File: config.mk
export PLATFORM = sky130hd
export DESIGN_NAME = mem_rd_arbiter
export DESIGN_NICKNAME = d
export VERILOG_FILES = /design/src/rtl/mem_rd_arbiter_pkg.sv /design/src/rtl/mem_rd_arbiter_tag_fifo.sv /design/src/rtl/mem_rd_arbiter.sv
export SDC_FILE = /design/constraint.sdc
export NUM_CORES = 1
export LEC_CHECK = 0
export CORE_MARGIN = 3
export CORE_UTILIZATION = 46
export CTS_CLUSTER_SIZE = 28
export DETAILED_ROUTE_END_ITERATION = 7
export HOLD_SLACK_MARGIN = 0.03
export PLACE_DENSITY_LB_ADDON = 0.3
export RECOVER_POWER = 25
export SETUP_SLACK_MARGIN = 0.2
export SYNTH_ARGS = -nofsm -noshare
export SYNTH_HDL_FRONTEND = slang
export SYNTH_HIERARCHICAL = 1
export SYNTH_SLANG_ARGS = --single-unit
File: constraint.sdc
create_clock -name clk -period 7.7 [get_ports clk]
set_input_delay 0.77 -clock clk [delete_from_list [all_inputs] [get_ports clk]]
set_output_delay 0.77 -clock clk [all_outputs]
set_load 0.005 [all_outputs]
File: src/rtl/mem_rd_arbiter_pkg.sv
// Shared types and defaults for the memory read arbiter slice.
package mem_rd_arbiter_pkg;

   // Source tag carried with every accepted read so its response can be routed back
   typedef enum logic {
      SRC_DESC = 1'b0,
      SRC_DMA  = 1'b1
   } rd_src_e;

   // Default number of reads that may be accepted but not yet returned
   localparam int unsigned RD_MAX_OUTSTANDING = 4;

endpackage

File: src/rtl/mem_rd_arbiter_tag_fifo.sv
// In-order FIFO of read source tags; one entry per read in flight to memory.
module rd_tag_fifo
   import mem_rd_arbiter_pkg::*;
#(
   parameter int unsigned DEPTH = RD_MAX_OUTSTANDING
) (
   input  logic                       clk,
   input  logic                       rst,
   input  logic                       push,
   input  rd_src_e                    push_tag,
   input  logic                       pop,
   output rd_src_e                    pop_tag,
   output logic [$clog2(DEPTH):0]     count,
   output logic                       full,
   output logic                       empty
);

   localparam int unsigned PTR_W = $clog2(DEPTH);
   localparam int unsigned CNT_W = PTR_W + 1;

   rd_src_e            tag_mem [DEPTH];
   logic [PTR_W-1:0]   wr_ptr;
   logic [PTR_W-1:0]   rd_ptr;
   logic [CNT_W-1:0]   count_q;
   logic               do_push;
   logic               do_pop;

   // Status flags and guarded push/pop strobes
   always_comb begin
      full    = (count_q == CNT_W'(DEPTH));
      empty   = (count_q == '0);
      do_push = push && !full;
      do_pop  = pop && !empty;
      count   = count_q;
      pop_tag = tag_mem[rd_ptr];
   end

   // Tag storage: written at the write pointer on every accepted push
   always_ff @(posedge clk) begin
      if (do_push) begin
         tag_mem[wr_ptr] <= push_tag;
      end
   end

   // Pointers wrap naturally modulo the power-of-two depth; count tracks occupancy
   always_ff @(posedge clk) begin
      if (rst) begin
         wr_ptr  <= '0;
         rd_ptr  <= '0;
         count_q <= '0;
      end else begin
         if (do_push) begin
            wr_ptr <= wr_ptr + PTR_W'(1);
         end
         if (do_pop) begin
            rd_ptr <= rd_ptr + PTR_W'(1);
         end
         case ({do_push, do_pop})
            2'b10:   count_q <= count_q + CNT_W'(1);
            2'b01:   count_q <= count_q - CNT_W'(1);
            default: count_q <= count_q;
         endcase
      end
   end

endmodule

File: src/rtl/mem_rd_arbiter.sv
// Round-robin arbiter sharing the single memory read port between descriptor
// fetches and DMA data reads; responses return in order and are routed by tag.
module mem_rd_arbiter
   import mem_rd_arbiter_pkg::*;
#(
   parameter int unsigned ADDR_W          = 32,
   parameter int unsigned DATA_W          = 32,
   parameter int unsigned MAX_OUTSTANDING = RD_MAX_OUTSTANDING
) (
   input  logic              clk,
   input  logic              rst,
   input  logic              desc_req_valid,
   input  logic [ADDR_W-1:0] desc_req_addr,
   output logic              desc_req_ready,
   output logic              desc_rsp_valid,
   output logic [DATA_W-1:0] desc_rsp_data,
   input  logic              dma_req_valid,
   input  logic [ADDR_W-1:0] dma_req_addr,
   output logic              dma_req_ready,
   output logic              dma_rsp_valid,
   output logic [DATA_W-1:0] dma_rsp_data,
   output logic              mem_read_en,
   output logic [ADDR_W-1:0] mem_read_addr,
   input  logic [DATA_W-1:0] mem_read_data,
   input  logic              mem_read_valid,
   output logic              busy,
   output logic              err_unexpected
);

   localparam int unsigned CNT_W = $clog2(MAX_OUTSTANDING) + 1;

   rd_src_e             last_grant;
   rd_src_e             acc_tag;
   rd_src_e             head_tag;
   logic                desc_acc;
   logic                dma_acc;
   logic                acc;
   logic [ADDR_W-1:0]   acc_addr;
   logic                tag_pop;
   logic                fifo_full;
   logic                fifo_empty;
   logic [CNT_W-1:0]    fifo_count;

   // Readys and acceptance: the source not granted last wins a tie
   always_comb begin
      desc_req_ready = !fifo_full && (!dma_req_valid  || last_grant == SRC_DMA);
      dma_req_ready  = !fifo_full && (!desc_req_valid || last_grant == SRC_DESC);
      desc_acc       = desc_req_valid && desc_req_ready;
      dma_acc        = dma_req_valid && dma_req_ready;
      acc            = desc_acc || dma_acc;
      acc_tag        = desc_acc ? SRC_DESC : SRC_DMA;
      acc_addr       = desc_acc ? desc_req_addr : dma_req_addr;
      tag_pop        = mem_read_valid && !fifo_empty;
      busy           = (fifo_count != '0);
   end

   rd_tag_fifo #(
      .DEPTH (MAX_OUTSTANDING)
   ) u_tag_fifo (
      .clk      (clk),
      .rst      (rst),
      .push     (acc),
      .push_tag (acc_tag),
      .pop      (tag_pop),
      .pop_tag  (head_tag),
      .count    (fifo_count),
      .full     (fifo_full),
      .empty    (fifo_empty)
   );

   // Round-robin pointer moves only when a request is actually accepted
   always_ff @(posedge clk) begin
      if (rst) begin
         last_grant <= SRC_DMA;
      end else if (acc) begin
         last_grant <= acc_tag;
      end
   end

   // Issue register: one-cycle read strobe, address held between reads
   always_ff @(posedge clk) begin
      if (rst) begin
         mem_read_en   <= 1'b0;
         mem_read_addr <= '0;
      end else begin
         mem_read_en <= acc;
         if (acc) begin
            mem_read_addr <= acc_addr;
         end
      end
   end

   // Response register: route returned data to the source at the FIFO head
   always_ff @(posedge clk) begin
      if (rst) begin
         desc_rsp_valid <= 1'b0;
         desc_rsp_data  <= '0;
         dma_rsp_valid  <= 1'b0;
         dma_rsp_data   <= '0;
      end else begin
         desc_rsp_valid <= tag_pop && (head_tag == SRC_DESC);
         dma_rsp_valid  <= tag_pop && (head_tag == SRC_DMA);
         if (tag_pop && head_tag == SRC_DESC) begin
            desc_rsp_data <= mem_read_data;
         end
         if (tag_pop && head_tag == SRC_DMA) begin
            dma_rsp_data <= mem_read_data;
         end
      end
   end

   // Sticky flag for a memory return with nothing outstanding
   always_ff @(posedge clk) begin
      if (rst) begin
         err_unexpected <= 1'b0;
      end else if (mem_read_valid && fifo_empty) begin
         err_unexpected <= 1'b1;
      end
   end

endmodule

==> impl_metrics.env <==
export IMPL_initial_utilization_pct=48.0
export IMPL_antenna_found_initial=0
export IMPL_failed_checks="max-capacitance violations, max-slew violations"
export IMPL_ir_worst_vdd_mv=0.153
export IMPL_postCtsSetupRepairBufs=0
export IMPL_final_nets=836
export IMPL_ioPinCount=204
export IMPL_cell_internal_pwr_w=0.00146
export IMPL_insertion_delay_ns=0.50
export IMPL_drive_gt1_share_pct=10.2
export IMPL_power_density_nw_per_um2=286
export IMPL_synth_fa_ha_area_share_pct=1.74
export IMPL_die_h_um=108
export IMPL_grt_use_total_pct=24.3
export IMPL_synthesis_area_um2=4760
export IMPL_area_growth_pct=54.6
export IMPL_p_total_w=0.00210
export IMPL_hp_class="flop to flop"
export IMPL_reg2reg_slack_ns=4.43
export IMPL_synth_ff_type="dfxtp_1"
export IMPL_dp_slack_ns=4.26
export IMPL_cts_buffer_depth=2
export IMPL_crit_fanout=109
export IMPL_numCtsBuffers=17
export IMPL_hpwl_mm=9.62
export IMPL_reg2regPathDepth=13
export IMPL_synthSimpleGateAreaFrac_pct=21.0
export IMPL_final_cell_mix="clkdlybuf4s50_1 (156), nand2_1 (129), dfxtp_1 (110)"
export IMPL_synth_nets=656
export IMPL_vias=4702
export IMPL_netlist_instances=549
export IMPL_switching_share_pct=30.7
export IMPL_hold_viol_final=0
export IMPL_setup_viol_count_final=0
export IMPL_clkPwrFrac_pct=35.3
export IMPL_synth_top_family_by_area="compound AO/OA/AOI/OAI gates"
export IMPL_cts_sinks=114
export IMPL_crit_end="mem_read_addr[3]"
export IMPL_final_min_period_over_clock_period_pct=54.7
export IMPL_grt_max_degree=110
export IMPL_grt_overflow_total=0
export IMPL_hold_buffers=0
export IMPL_synth_seq_cells=114
export IMPL_multi_input_area_um2=2180
export IMPL_wire_per_inst_um=16.3
export IMPL_die_width_um=108
export IMPL_synth_cell_type_count=35
export IMPL_rsz0062_at_grt="no"
export IMPL_port_buffers=203
export IMPL_p_seq_share_pct=35.9
export IMPL_place_gp_congestion=0.811
export IMPL_final_min_clock_period_ns=4.21
export IMPL_path_cells="buf_2, clkbuf_1, o21bai_1, a211oi_2"
export IMPL_drt_total_wl_mm=14.3
export IMPL_ys_async_sr_fraction_pct=0
export IMPL_timing_final_ws_setup_ns=3.49
export IMPL_rows=36
export IMPL_relSlewSlack_pct=-199
export IMPL_timing_hold_ws_ns=0.452
export IMPL_tns_ns=0
export IMPL_first_global_vias=4644
export IMPL_regArea_um2=2320
export IMPL_initialDrtViolationCount=202
export IMPL_coreArea_um2=9910
export IMPL_synth_mux_area_share_pct=0.474
export IMPL_final_common_cell="clkdlybuf4s50_1"
export IMPL_max_freq_mhz=238
export IMPL_power_frac_comb_pct=28.8
export IMPL_syn_area_per_cell_um2=8.66
export IMPL_outcome="complete, but fails checks"
export IMPL_grt_pass1_wl_mm=22.5
export IMPL_synth_compound_area_share_pct=21.6
export IMPL_fin_worst_skew_ns=0.0103
export IMPL_slowest_stage="clkbuf_1"
export IMPL_detail_route_antenna_nets=0
export IMPL_max_stage_delay_ns=3.11
export IMPL_drv_slew=110
export IMPL_synth_edf_count=4
export IMPL_fillers=736
export IMPL_worst_setup_path_end_kind="flop"
export IMPL_cts_root_buf="clkbuf_8"
export IMPL_ctsHtreeMaxLevel=4
export IMPL_critical_path_class="primary input to flop"
export IMPL_cp_arrival_ns=4.55
export IMPL_drt_pass1_iterations=5
export IMPL_viasPerCell=5.37
export IMPL_critPathLaunch="rst"
export IMPL_cts_resized=0
export IMPL_reg2reg_from="u_tag_fifo/count[2]"
export IMPL_drc=0
export IMPL_worstReg2RegEnd="u_tag_fifo/count[2]"
export IMPL_cts_tree="done"
export IMPL_min_from="dma_rsp_data[2]"
export IMPL_cap_viol_max_count=1
export IMPL_switchingPower_w=0.000646
export IMPL_required_ns=8.04
export IMPL_clkTransAtPathRegs_ns=0.06
export IMPL_yosysSeqAreaShare_pct=48.8
export IMPL_diodes=0
export IMPL_power_leakage_nw=2.73
export IMPL_fp_dieArea_um2=11600
export IMPL_synth_xor_area_share_pct=0.552
export IMPL_start_kind="primary input"
export IMPL_worst_pin_slew_ns=4.49
export IMPL_synth_warnings=6
worst max-delay path: cells and delay by family:
family                 cells  cell delay (ns)
AOI/OAI and AO/OA          2             0.51
buffers and inverters      2             3.18
power groups by stage:
stage	clock network, W	logic [W]	registers [W]
after CTS	0.000754	0.000621	0.000756
final	0.000742	0.000606	0.000756
after floorplan	0	0.000315	0.000765
after global routing	0.000785	0.000663	0.000767
after detailed placement	0	0.000615	0.000767
after global placement	0	0.000598	0.000762
synth_stat cells (all sizes together), types with 2 or more instances:
master | count | area, µm²
nand2 | 129 | 484
dfxtp | 110 | 2200
a21oi | 72 | 360
nor3 | 64 | 325
clkbuf | 36 | 135
a211oi | 31 | 378
o21bai | 31 | 233
buf | 13 | 101
nor2 | 12 | 45.0
inv | 10 | 37.5
ha | 5 | 62.6
and2 | 4 | 25.0
edfxtp | 4 | 120
o21ai | 4 | 20.0
or3 | 4 | 25.0
xor2 | 3 | 26.3
nand3b | 2 | 15.0
nor2b | 2 | 12.5
nor3b | 2 | 25.0
cell type report:
class                   count  area share [%]
repair buffers            210            28.2
inverters                  10           0.511
multi-input cells         376            29.6
flip-flops and latches    114            31.6
well taps                 133            2.26
clock inverters            15            2.14
clock buffers              17            5.63
per-layer routing:
layer,part of all wire [%],GRT usage (%),vias to the layer above
met3,9.0,8.70,20
met5,0,0,-
met1,40,28.8,2219
met2,49,40.6,213
met4,1.8,8.84,0
li1,-,-,2250
state kept, by name (all words and copies together), names as in the netlist, named ones only:
name                flops
desc_rsp_valid          1
desc_rsp_data          32
last_grant              1
dma_rsp_data           32
mem_read_addr          32
u_tag_fifo/wr_ptr       2
mem_read_en             1
u_tag_fifo/count        3
u_tag_fifo/rd_ptr       2
dma_rsp_valid           1
err_unexpected          1
u_tag_fifo/tag_mem      4
logic make-up (layout without fill, tap and decap cells):
logic type / after synthesis / count (layout)
XOR/XNOR: 3 / 3
adder cells (fa/ha/maj): 6 / 6
multiplexers: 1 / 1
buffers and inverters: 59 / 252
AO/OA/AOI/OAI: 142 / 142
flip-flops: 114 / 114
AND/OR/NAND/NOR: 224 / 224
through the flow:
step	utilization, %	instances	cell area (µm²)
final	74.2	875	7350
after global routing	74.2	875	7350
after CTS	74.2	875	7350
after detailed placement	68.4	843	6780
after global placement	68.4	843	6780
after floorplan	-	549	4760
worst min-delay path by stage:
stage	to	slack, ns	depth (start not counted)
finish	dma_rsp_data[2]	0.45	2
global route	desc_rsp_data[13]	0.47	2
CTS	desc_rsp_data[13]	0.46	2
detailed placement	dma_rsp_data[25]	0.45	2
global placement	dma_rsp_data[9]	0.44	2
floorplan	desc_rsp_data[0]	0.45	2
Power figures use the tool's default switching activity.
